--- src/rtl/divider_pkg.sv ---
// Shared definitions for the sequential divider: control states and the default operand width.
package divider_pkg;

    typedef enum logic [1:0] {
        IDLE = 2'd0,
        RUN  = 2'd1,
        DONE = 2'd2
    } state_t;

    localparam int DEFAULT_WIDTH = 4;

endpackage

--- src/rtl/addsub_nbit.sv ---
// Parameterised ripple-carry adder/subtractor: sum = a + (b ^ {N{m}}) + c_in.
// c_out is the final carry (no-borrow in subtract mode) and v is signed overflow.
module addsub_nbit #(
    parameter int N = 5
) (
    input  logic [N-1:0] a,
    input  logic [N-1:0] b,
    input  logic         c_in,
    input  logic         m,
    output logic [N-1:0] sum,
    output logic         c_out,
    output logic         v
);

    logic [N-1:0] b_x_s;

    assign b_x_s = b ^ {N{m}};

    // Ripple the carry through each bit; keep the carry into the MSB for overflow.
    always_comb begin
        logic carry;
        logic carry_msb;
        carry     = c_in;
        carry_msb = 1'b0;
        sum       = {N{1'b0}};
        for (int i = 0; i < N; i++) begin
            if (i == N - 1) begin
                carry_msb = carry;
            end else begin
                carry_msb = carry_msb;
            end
            sum[i] = a[i] ^ b_x_s[i] ^ carry;
            carry  = (a[i] & b_x_s[i]) | (carry & (a[i] ^ b_x_s[i]));
        end
        c_out = carry;
        v     = carry ^ carry_msb;
    end

endmodule

--- src/rtl/seq_divider.sv ---
// Sequential unsigned restoring divider: one quotient bit per clock, with a
// divide-by-zero shortcut that finishes in a single cycle.
module seq_divider
    import divider_pkg::*;
#(
    parameter int WIDTH = DEFAULT_WIDTH
) (
    input  logic             clk,
    input  logic             rst_n,
    input  logic             start,
    input  logic [WIDTH-1:0] dividend,
    input  logic [WIDTH-1:0] divisor,
    output logic             busy,
    output logic             done,
    output logic [WIDTH-1:0] quotient,
    output logic [WIDTH-1:0] remainder,
    output logic             dz
);

    localparam int CNT_W = $clog2(WIDTH + 1);

    state_t           state_r, state_nxt_s;
    logic [WIDTH-1:0] q_r, q_nxt_s;
    logic [WIDTH:0]   r_r, r_nxt_s;
    logic [WIDTH-1:0] div_r, div_nxt_s;
    logic [CNT_W-1:0] cnt_r, cnt_nxt_s;
    logic             dz_r, dz_nxt_s;
    logic             busy_r, done_r;

    logic [WIDTH:0]   r_sh_s;
    logic [WIDTH-1:0] q_sh_s;
    logic [WIDTH:0]   diff_s;
    logic             c_out_s;
    logic             v_unused_s;

    assign {r_sh_s, q_sh_s} = {r_r, q_r} << 1;

    addsub_nbit #(.N(WIDTH + 1)) u_addsub (
        .a     (r_sh_s),
        .b     ({1'b0, div_r}),
        .c_in  (1'b1),
        .m     (1'b1),
        .sum   (diff_s),
        .c_out (c_out_s),
        .v     (v_unused_s)
    );

    // Next-state and datapath update for the accept / iterate / report sequence.
    always_comb begin
        state_nxt_s = state_r;
        q_nxt_s     = q_r;
        r_nxt_s     = r_r;
        div_nxt_s   = div_r;
        cnt_nxt_s   = cnt_r;
        dz_nxt_s    = dz_r;
        case (state_r)
            IDLE: begin
                if (start) begin
                    if (divisor != {WIDTH{1'b0}}) begin
                        div_nxt_s   = divisor;
                        q_nxt_s     = dividend;
                        r_nxt_s     = {(WIDTH + 1){1'b0}};
                        cnt_nxt_s   = {CNT_W{1'b0}};
                        dz_nxt_s    = 1'b0;
                        state_nxt_s = RUN;
                    end else begin
                        q_nxt_s     = {WIDTH{1'b1}};
                        r_nxt_s     = {1'b0, dividend};
                        dz_nxt_s    = 1'b1;
                        state_nxt_s = DONE;
                    end
                end else begin
                    state_nxt_s = IDLE;
                end
            end
            RUN: begin
                cnt_nxt_s = cnt_r + CNT_W'(1);
                // c_out high means no borrow: the trial subtraction is kept.
                if (c_out_s) begin
                    r_nxt_s = diff_s;
                end else begin
                    r_nxt_s = r_sh_s;
                end
                q_nxt_s = q_sh_s | {{(WIDTH - 1){1'b0}}, c_out_s};
                if (cnt_r == CNT_W'(WIDTH - 1)) begin
                    state_nxt_s = DONE;
                end else begin
                    state_nxt_s = RUN;
                end
            end
            DONE: begin
                state_nxt_s = IDLE;
            end
            default: begin
                state_nxt_s = IDLE;
            end
        endcase
    end

    // State, datapath and registered status flags.
    always_ff @(posedge clk or negedge rst_n) begin
        if (!rst_n) begin
            state_r <= IDLE;
            q_r     <= {WIDTH{1'b0}};
            r_r     <= {(WIDTH + 1){1'b0}};
            div_r   <= {WIDTH{1'b0}};
            cnt_r   <= {CNT_W{1'b0}};
            dz_r    <= 1'b0;
            busy_r  <= 1'b0;
            done_r  <= 1'b0;
        end else begin
            state_r <= state_nxt_s;
            q_r     <= q_nxt_s;
            r_r     <= r_nxt_s;
            div_r   <= div_nxt_s;
            cnt_r   <= cnt_nxt_s;
            dz_r    <= dz_nxt_s;
            busy_r  <= (state_nxt_s == RUN);
            done_r  <= (state_nxt_s == DONE);
        end
    end

    assign busy      = busy_r;
    assign done      = done_r;
    assign quotient  = q_r;
    assign remainder = r_r[WIDTH-1:0];
    assign dz        = dz_r;

endmodule

--- config.mk ---
export PLATFORM = sky130hd
export DESIGN_NAME = seq_divider
export DESIGN_NICKNAME = d
export VERILOG_FILES = /design/src/rtl/divider_pkg.sv /design/src/rtl/addsub_nbit.sv /design/src/rtl/seq_divider.sv
export SDC_FILE = /design/constraint.sdc
export NUM_CORES = 1
export LEC_CHECK = 0
export CORE_MARGIN = 2
export CORE_UTILIZATION = 40
export DETAILED_ROUTE_END_ITERATION = 7
export HOLD_SLACK_MARGIN = 0.12
export PLACE_DENSITY_LB_ADDON = 0.25
export SETUP_SLACK_MARGIN = 0.2
export SYNTH_ARGS = -nofsm -noshare
export SYNTH_HDL_FRONTEND = slang
export SYNTH_SLANG_ARGS = --single-unit
--- constraint.sdc ---
create_clock -name clk -period 3.95 [get_ports clk]
set_clock_uncertainty 0.15 [all_clocks]
set_input_delay 0.395 -clock clk [delete_from_list [all_inputs] [get_ports clk]]
set_output_delay 0.395 -clock clk [all_outputs]
set_load 0.01 [all_outputs]
; ---- Yosys cells after proc, flatten, opt, wreduce, memory -nomap -nowiden
; Index checks and enable logic that the tools add are counted.
[op_classes]
addsub = 1
eq_ne = 6
muxes = 15
bitwise = 25
n_reduce_logical = 7
[ops]
columns = op, n
row1 = two-way mux 4 bit, 5
row2 = one-hot mux 4 bit (2 select lines), 2
row3 = bitwise AND 1 bit, 9
row4 = XOR 1 bit, 8
row5 = two-way mux 2 bit, 3
row6 = two-way mux 3 bit, 2
row7 = one-hot mux 3 bit (2 select lines), 1
row8 = AND reduction 3 bit, 2
row9 = NOT 4 -> 5 bit, 1
row10 = bitwise OR 1 bit, 5
row11 = "equality test 2 x 1 -> 1 bit, second input constant", 2
row12 = "inequality test 2 bit, second input constant", 2
row13 = bitwise OR 4 x 1 -> 4 bit, 1
row14 = one-hot mux 2 bit (2 select lines), 1
row15 = AND reduction 2 bit, 2
row16 = nonzero test 4 bit, 1
row17 = "adder 3 x 1 -> 3 bit, second input constant", 1
row18 = "equality test 3 x 2 -> 1 bit, second input constant", 1
row19 = "equality test 2 bit, second input constant", 1
row20 = zero test 2 bit, 1
row21 = nonzero test 2 bit, 1
row22 = two-way mux 1 bit, 1
row23 = NOT 1 bit, 1
[totals]
reg_bits = 20
input_bits = 11
out_inout_bits = 11

; ---- Longest topological paths before layout
; Gate-level depths: netlist of the first run.
[logic_depth]
word_depth = 13
mapped_depth = 12
ltp_nobuf = 12

; ---- Hierarchy
; A second synthesis of the first run with hierarchy kept.
[unflattened]
hier_cells = 108
hier_area_um2 = 1194.9
[modules_own_cells]
columns = mod, instances, cells_each, area_per_inst_um2
row1 = seq_divider, 1, 88, 1001.0
row2 = addsub_nbit, 1, 20, 193.9

; ---- Worst setup path after synthesis of the first run
; No wires, ideal clock.
[synth_timing]
path_type = register to register
startpoint = reg q_r[3], in the netlist quotient[3]
endpoint = reg r_r[3]
setup_ns = 0.137
arrival_time_ns = 2.395
required_time_ns = 3.663
setup_slack_ns = 1.268
stages_incl_launch_ff = 13
path_buffers = 0
period_less_slack_ns = 2.682
path_cell_list = dfrtp_1 inv_1 ha_1 inv_1 fa_1 inv_1 fa_1 inv_1 fa_1 nor2_1 mux2_1 o22ai_1 a21oi_1
[synth_between]
elab_chain_len = 12
elab_cells_between_ends = 14
classes_between = 2 x mux / 12 x bitwise
[synth_lines]
columns = item, line
row1 = from (decl), seq_divider.sv:23  ; logic [WIDTH-1:0] q_r, q_nxt_s;
row2 = from (signal assigned), seq_divider.sv:104  ; q_r <= {WIDTH{1'b0}};
row3 = from (signal assigned), seq_divider.sv:113  ; q_r <= q_nxt_s;
row4 = bitwise AND 1 bit / XOR 1 bit (equally long branches), addsub_nbit.sv:33  ; carry = (a[i] & b_x_s[i]) | (carry & (a[i] ^ b_x_s[i]));
row5 = bitwise OR 1 bit (*), addsub_nbit.sv:33
row6 = bitwise AND 1 bit (*), addsub_nbit.sv:33
row7 = bitwise OR 1 bit (*), addsub_nbit.sv:33
row8 = bitwise AND 1 bit (*), addsub_nbit.sv:33
row9 = bitwise OR 1 bit (*), addsub_nbit.sv:33
row10 = bitwise AND 1 bit, addsub_nbit.sv:33
row11 = bitwise OR 1 bit, addsub_nbit.sv:33
row12 = bitwise AND 1 bit, addsub_nbit.sv:33
row13 = bitwise OR 1 bit, addsub_nbit.sv:33
row14 = two-way mux 4 bit (*), seq_divider.sv:79  ; if (c_out_s) begin
row15 = one-hot mux 4 bit (2 select lines) (*), seq_divider.sv:56  ; case (state_r)
row16 = to (signal assigned), seq_divider.sv:105  ; r_r <= {(WIDTH + 1){1'b0}};
row17 = to (signal assigned), seq_divider.sv:114  ; r_r <= r_nxt_s;
row18 = to (decl), seq_divider.sv:24  ; logic [WIDTH:0] r_r, r_nxt_s;
; Every way passes the cells marked *; elsewhere a longest branch is shown, timed or not.
; A chain may end at the register's enable or synchronous reset.

; ---- Final worst setup path of the first run
; Ends and elaborated chain as after synthesis.

==> results.md, run 1 <==
- The flow ran to the end, and the final reports show no timing, DRC or antenna violations.
- The ratio of final minimum period to clock period is about 73%.
- The count of buffers added on input and output ports is 21.
- The detail-routed via count per cell is 5.18.
- The net count of the finished layout is 138.
- Clock-pin slew was measured on the worst setup and hold paths at between 100 and 150 ps.
- During synthesis, Yosys emitted a total of 0 warnings.
- Cells fill about 53% of the core in the end.
- In this run, flip-flops and latches consume 35.9% of the power.
- In this run the tightest slew margin relative to its limit is 40.0%.
- After clock tree synthesis, the flow added hold-fix buffers numbering 0.
- After synthesis the netlist holds a flip-flop and latch count of 20.
- The core box area is about 2500 µm².
- Internal power comes to between 0.6 and 0.7 mW.
- The fraction of power consumed by combinational cells is 53.1%.
- The number of fill cells in the layout is 257.
- The first global-routing pass estimated 3410 µm of wire.
- The setup path with the least slack is of type flop to flop.
- By area the synthesized netlist is led by dfrtp_1, fa_1, mux2_4, nor2_1, ha_1.
- The clock passes through at most 2 buffers.
- The die boundary height is between 50 and 60 µm.
- The HPWL after detailed placement is about 1500 µm.
- The sum of routed wire length over all layers is 1990 µm.
- In the routed design, unresolved DRC markers number 0.
- The I/O pin count is 22.
- The combined area of all synthesized cells is 1050 µm².
- The number of global-route vias before repair is 768.
- The floorplan step defined a die boundary enclosing 3040 µm².
- The largest fanout on the critical path is 5.
- The number of distinct library cells after synthesis is 29.
- The die is 55.2 µm wide.
- The number of hold violations in the final report is 0.
- The initial core utilization is 42.3%.
- The class of the most critical hold timing path is flop to flop.
- After routing, the total negative slack on setup checks comes to 0 ps.
- The type of destination of the critical path is a flop.
- The clock latency on the worst-skew pair is 300 ps.
- The cell type with the largest total area after synthesis is dfrtp_1.
- The power density of the placed cells is roughly 800 nW/µm².
- The static leakage is 0.562 nW.
- Of the total power, the share spent switching nets is about two fifths.
- Compared with the post-synthesis result, the final layout area differs by 25.2%.
- The sort of element at the start of the critical path is a flop.
- In this run, the clock network consumes 11.0% of the power.
- Each instance of the synthesized netlist takes up on average 10.6 µm².
- The CTS H-tree depth is 1.
- The number of max-cap violations is 0.
- The floorplan has 18 rows.
- Setup violations remaining at the end of the flow were counted as 0.
- The initial antenna violation count is 0.
- TritonCTS built the clock tree.
- The iteration count of the initial detailed-routing pass is 4.
- Counting every sink on the clock net gives 20.
- The routed wire length per instance is approximately 13 µm.
- The largest net degree at the start of global routing is 21.
- The global placer's final weighted congestion is 0.827.
- The total congestion overflow is 0.
- The proportion of layout cells with a drive suffix above 1 is roughly 8.3%.
- The transition time at the pin with the least slew margin is 897 ps.
- The time the final worst path needs with I/O delays and setup is 2890 ps.
- The register area share after synthesis is 47.8%.
- The number of gates resized after CTS was 0.
- The switching power of the nets is 0.420 mW.
- The number of instances in the synthesized netlist is 99.
- Across every metal layer, demand over resource in global routing totals 16.1%.
- Data on the critical path is required at its endpoint by 3970 ps.
- Across the VDD grid, the largest voltage drop is 518 µV.
- Setup repair after global routing left no endpoint under its margin.
- Derived from the worst setup path, the maximum achievable clock frequency is 346 MHz.
- CTS placed an instance of clkbuf_4 at the clock tree root.
- The number of vias in the routed layout is 777.
- The clock buffer count from CTS is 3.
- The proportion of netlist area held by the largest area contributor is 47.8%.
- The diode insertion count for antenna repair is 0.
- STA puts the critical path data arrival time at 2910 ps.
- The total setup buffers inserted after CTS is 0.
- The remaining number of nets flagged by the antenna check after routing is 0.
- The total count of max-transition violations in the final report is 0.
- Counting every net in the synthesized netlist gives 116.
- In this run, the number of DRC markers left after iteration 0 of detailed routing was 4.
-- sequential cells by signal, summed over array words and instances (netlist names) --
name / count
busy: 1
cnt_r: 3
div_r: 4
done: 1
dz: 1
quotient: 4
r_r: 4
state_r: 2
-- final timing paths --
| check | startpoint | to | slack (ps) | depth (start not counted) |
|---|---|---|---|---|
| worst max-delay path | quotient[3] | r_r[3] | 1060 | 12 |
| min in group asynchronous | rst_n | r_r[1] | 440 | 1 |
| worst min-delay path | cnt_r[0] | cnt_r[0] | 340 | 1 |
| worst max register to register | quotient[3] | r_r[3] | 1060 | 12 |
| max in group asynchronous | rst_n | quotient[1] | 2660 | 1 |
| worst min register to register | cnt_r[0] | cnt_r[0] | 340 | 1 |
-- power groups by stage --
stage          Combinational (mW)  Clock (mW)  Sequential, mW
2_1_floorplan               0.377           0           0.390
3_3_place_gp                0.557           0           0.388
3_5_place_dp                0.571           0           0.392
4_1_cts                     0.574       0.125           0.386
5_1_grt                     0.647       0.135           0.400
6_report                    0.568       0.118           0.384
-- synth_stat cells, drive strengths merged --
cell and instances:
nand3b 1, a211oi 3, a21oi 5, o21ai 4, o22a 1, mux2i 1
nor3 5, ha 3, fa 3, mux2 6, o22ai 4, nor2b 3
clkbuf 2, a31oi 1, inv 8, or2 1, o311ai 1, nand3 4
buf 2, nor4 1, nor2 12, nand2 5, nand2b 2, a21boi 1
dfrtp 20
-- through the flow --
| stage | power, mW | cell area [µm²] | instances | hold slack [ps] | worst slack [ps] |
|---|---|---|---|---|---|
| 4_1_cts | 1.09 | 1310 | 150 | 345 | 1090 |
| 3_3_place_gp | 0.945 | 1270 | 146 | 327 | 1210 |
| 3_5_place_dp | 0.963 | 1270 | 146 | 326 | 1110 |
| 2_1_floorplan | 0.766 | 1050 | 99 | -50.6 | 1270 |
| 6_report | 1.07 | 1310 | 150 | 338 | 1060 |
| 5_1_grt | 1.18 | 1310 | 150 | 370 | 853 |
-- worst max-delay path: stages, from the launching register on --
cell and delay [ps]:
dfrtp_1 420, inv_1 70, ha_1 130, inv_1 50
fa_1 350, inv_1 70, fa_1 150, inv_1 50
fa_1 410, nor2_1 350, mux2_1 370, o22ai_1 130
a21oi_1 60
-- cell usage in the layout, fill, tap and decap left out, drive strengths merged --
cell,count
or2,1
inv,8
fa,3
nor4,1
a31oi,1
o21ai,4
mux2i,1
a21oi,5
o22a,1
a211oi,3
mux2,6
a21boi,1
clkbuf,4
nand2b,2
nand3b,1
nand2,5
nor2,12
clkdlybuf4s50,21
dfrtp,20
o311ai,1
nor3,5
o22ai,4
ha,3
nor2b,3
nand3,4
-- layer usage --
metal	GRT usage [%]	wire length (µm)	up-vias
met5	0	0	-
met4	2.44	10	0
met3	5.65	118	2
met2	28.0	945	19
met1	19.6	915	372
li1	-	-	384
-- final cells by class --
class / instances / area, µm² / area share [%]
clock buffer: 4 / 36.3 / 2.77
inverter: 8 / 30.0 / 2.29
sequential: 20 / 500 / 38.2
tap: 30 / 37.5 / 2.86
multi-input combinational: 67 / 497 / 37.9
timing repair buffer: 21 / 210 / 16.0
-- logic make-up (layout without fill, tap and decap cells) --
| logic type | after synthesis | in the layout | synth area share, % |
|---|---|---|---|
| simple gates | 34 | 34 | 17.4 |
| compound gates | 20 | 20 | 11.8 |
| flops | 20 | 20 | 47.8 |
| buf+inv | 12 | 33 | 4.78 |
| mux | 7 | 7 | 8.84 |
| fa+ha+maj | 6 | 6 | 9.32 |
(Power assumes the default switching activity.)
==> inputs of run 2 (changes only) <==
- clock period: 3.95 -> 2.6 ns (I/O delays scaled with it)
==> run 2 against run 1 <==
Compared with the run above: final area rose by 7.4%; die area did not move; sequential share of layout area fell by 2.6 points; wire length rose by 12%; worst setup slack got worse by 950 ps; critical path depth did not move; via count rose by 5.4%; first-iteration DRC count rose by 100%; highest routed layer unchanged.
==> results.md, run 2 (synthesis results as in run 1) <==
- The path type of the worst setup path is flop to flop.
- STA classifies the critical path startpoint as a flop.
- In this run the count of I/O pins placed on the die edge is 22.
- The final setup violation count is 0.
- In this run the power spent charging and discharging nets is 0.732 mW.
- The initial antenna violation count is 0.
- The global placer's final weighted congestion is roughly 0.74.
- The final core utilization is a little under three fifths.
- The proportion of layout cells with a drive suffix above 1 is a little under a quarter.
- After routing, the total negative slack on setup checks comes to 0 ps.
- The number of hold violations in the final report was 0.
- Dividing the detail-routed wire length by the instance count gives 14.1 µm.
- The HPWL after detailed placement is 1660 µm.
- Data on the critical path arrives at its endpoint at 2520 ps.
- The signal on the critical path passes through inv_1 > ha_1 > inv_2 > fa_2 > inv_2 > fa_2 > inv_2 > fa_2 > nor2_4 > mux2_4 > o22ai_2 > a21oi_2.
- The number of global-route vias before repair is 804.
- In this run, the combinational gates consume approximately 58% of the power.
- The sum of routed wire length over all layers is approximately 2200 µm.
- The first global-routing pass estimated approximately 3700 µm of wire.
- The library cells used most frequently in the layout, excluding fill and tap cells, are clkdlybuf4s50_1, dfrtp_1, nor2_1.
- The run finished with clean final reports.
- For this block, the initial DRC count from the detailed router was 8.
- The type of destination of the critical path is a flop.
- The remaining number of nets flagged by the antenna check after routing is 0.
- The worst-case IR drop observed on VDD is 854 µV.
- The count of buffers added on input and output ports is 21.
- In the routed design, unresolved DRC markers number 0.
- The post-placement setup slack is just over 70 ps.
- The CTS H-tree depth is 1.
- Counting buffers and inverters, the worst setup path is 12 cells deep.
- Entering global routing, the biggest net connects 21 pins.
- In this design, the stage delay of the slowest critical-path cell is about 400 ps.
- The initial core utilization is between 40% and 50%.
- Across the run, the number of max-cap violations was 0.
- The category of cells accounting for the largest share of critical-path delay is adder cells.
- The path class of the tightest hold or removal check is primary input to asynchronous set/reset pin.
- The clock network fraction of design power is 9.9%.
- The clock buffer count from CTS is 3.
- Dividing total power by cell area gives a power density of 1320 nW/µm².
- Measured along the y axis, the die boundary spans around 55 µm.
- The core box area is between 2000 and 2500 µm².
- The floorplan step set the die width to 55.2 µm.
- Per report_power, the sequential group accounts for 32.0% of the total.
- For this run, the detailed router's first-pass iteration total came to 4.
- The diode insertion count for antenna repair is 0.
- The slowest stage cell on the critical path is dfrtp_1.
- The buffer cell driving the clock tree root is clkbuf_4.
- Across the whole layout, storage elements account for 500 µm².
- The TritonCTS clock tree is built.
- Dividing the final minimum period by the clock period gives 95.5%.
- The die outline area is 3040 µm².
- The total routing resource utilization after global routing is 17.7%.
- After filler insertion, the fill cell instance count of the layout stands at 240.
- The time the final worst path needs with I/O delays and setup is ~2500 ps.
- Across all setup checks in the final design, the least slack found is 116 ps.
- The top achievable clock speed is 403 MHz.
- From synthesis to final layout, the design area changed by 34.5%.
- Leaving out fill and tap cells, the most frequent cell in the layout is clkdlybuf4s50_1.
- The worst slew slack as a fraction of its limit is 53.4%.
- The share of total power consumed by net switching is 39.3%.
- The worst reg2reg path depth is 12.
- After clock tree synthesis, the clock-pin slew on the worst setup and hold paths is around 130 ps.
- The total count of max-transition violations in the final report is 0.
- The number of standard-cell rows in the floorplan is 18.
- The total congestion overflow is 0.
- Summing all multi-input logic gate instances after layout gives roughly 530 µm².
- The final route contains 819 vias.
- In this run, post-CTS hold repair placed 0 buffers.
- The required time at the endpoint of the critical path is roughly 2600 ps.
- Power comes to 1.86 mW.
- The number of buffers and inverters on the critical path is 4.
- For the pin with the worst max-slew slack, the measured transition is around 700 ps.
- Internal power comes to 1.13 mW.
- The clock net sink count is 20.
- The clock latency on the worst-skew pair is roughly 300 ps.
- Setup repair after global routing could not meet its margin everywhere.
- For this run, the post-layout net count is 146.
- The maximum count of clock buffers along a single path is 2.
- The detail-routed via count per cell is ~5.2.
- The static leakage is between 0.6 and 0.7 nW.
- The largest fanout on the critical path is 3.
## run 2: cell count changes in the layout (fill, tap and decap cells not counted), moves of 3 or more
cell and change:
fa_2 +3, buf_4 +7, fa_1 -3, inv_1 -3, inv_2 +3
## run 2: final cells by class
type	count	share of cell area [%]
Inverter	8	2.13
Timing Repair Buffer	29	19.4
Multi-Input combinational cell	67	37.7
Sequential cell	20	35.5
Clock buffer	4	2.58
Tap cell	30	2.66
## run 2: what timing repair did
item / CTS / global route
endpoints found under the setup margin: 4 / 4
pin swaps: 3 / 5
buffers inserted: 1 / 2
gates resized for setup: 4 / 6
gates cloned: 0 / 0
## run 2: routing by layer
metal  GRT usage, %  share of wire, %  up-vias
li1               -                 -      403
met5              0                 0        -
met2           30.6                51       16
met1           22.0                44      398
met3           5.11               4.8        2
met4           3.66              0.68        0
## run 2: power by group through the flow
stage | sequential, mW | combinational (mW) | clock, mW
after floorplan | 0.597 | 0.622 | 0
after global placement | 0.594 | 0.919 | 0
after detailed placement | 0.603 | 0.958 | 0
after CTS | 0.598 | 1.01 | 0.188
after global routing | 0.616 | 1.21 | 0.208
final | 0.596 | 1.08 | 0.185
## run 2: path summary, 6_finish.rpt
| kind | from | to | slack, ps |
|---|---|---|---|
| min in group clk | dz | dz | 360 |
| setup / recovery | quotient[3] | r_r[3] | 120 |
| hold reg to reg | dz | dz | 360 |
| max in group asynchronous | rst_n | done | 1950 |
| setup reg to reg | quotient[3] | r_r[3] | 120 |
| hold / removal | rst_n | quotient[1] | 120 |
## run 2: per-stage QoR
stage	cells	instance area, µm²	hold WS, ps
floorplan	99	1060	-186
detailed placement	151	1330	334
global route	158	1410	160
global placement	151	1330	322
CTS	156	1380	133
finish	158	1410	118
==> inputs of run 3 (changes only) <==
- SLEW_MARGIN: default -> 25
==> results of run 3 <==
Final layout, timing and power as in run 2 (identical DEF).
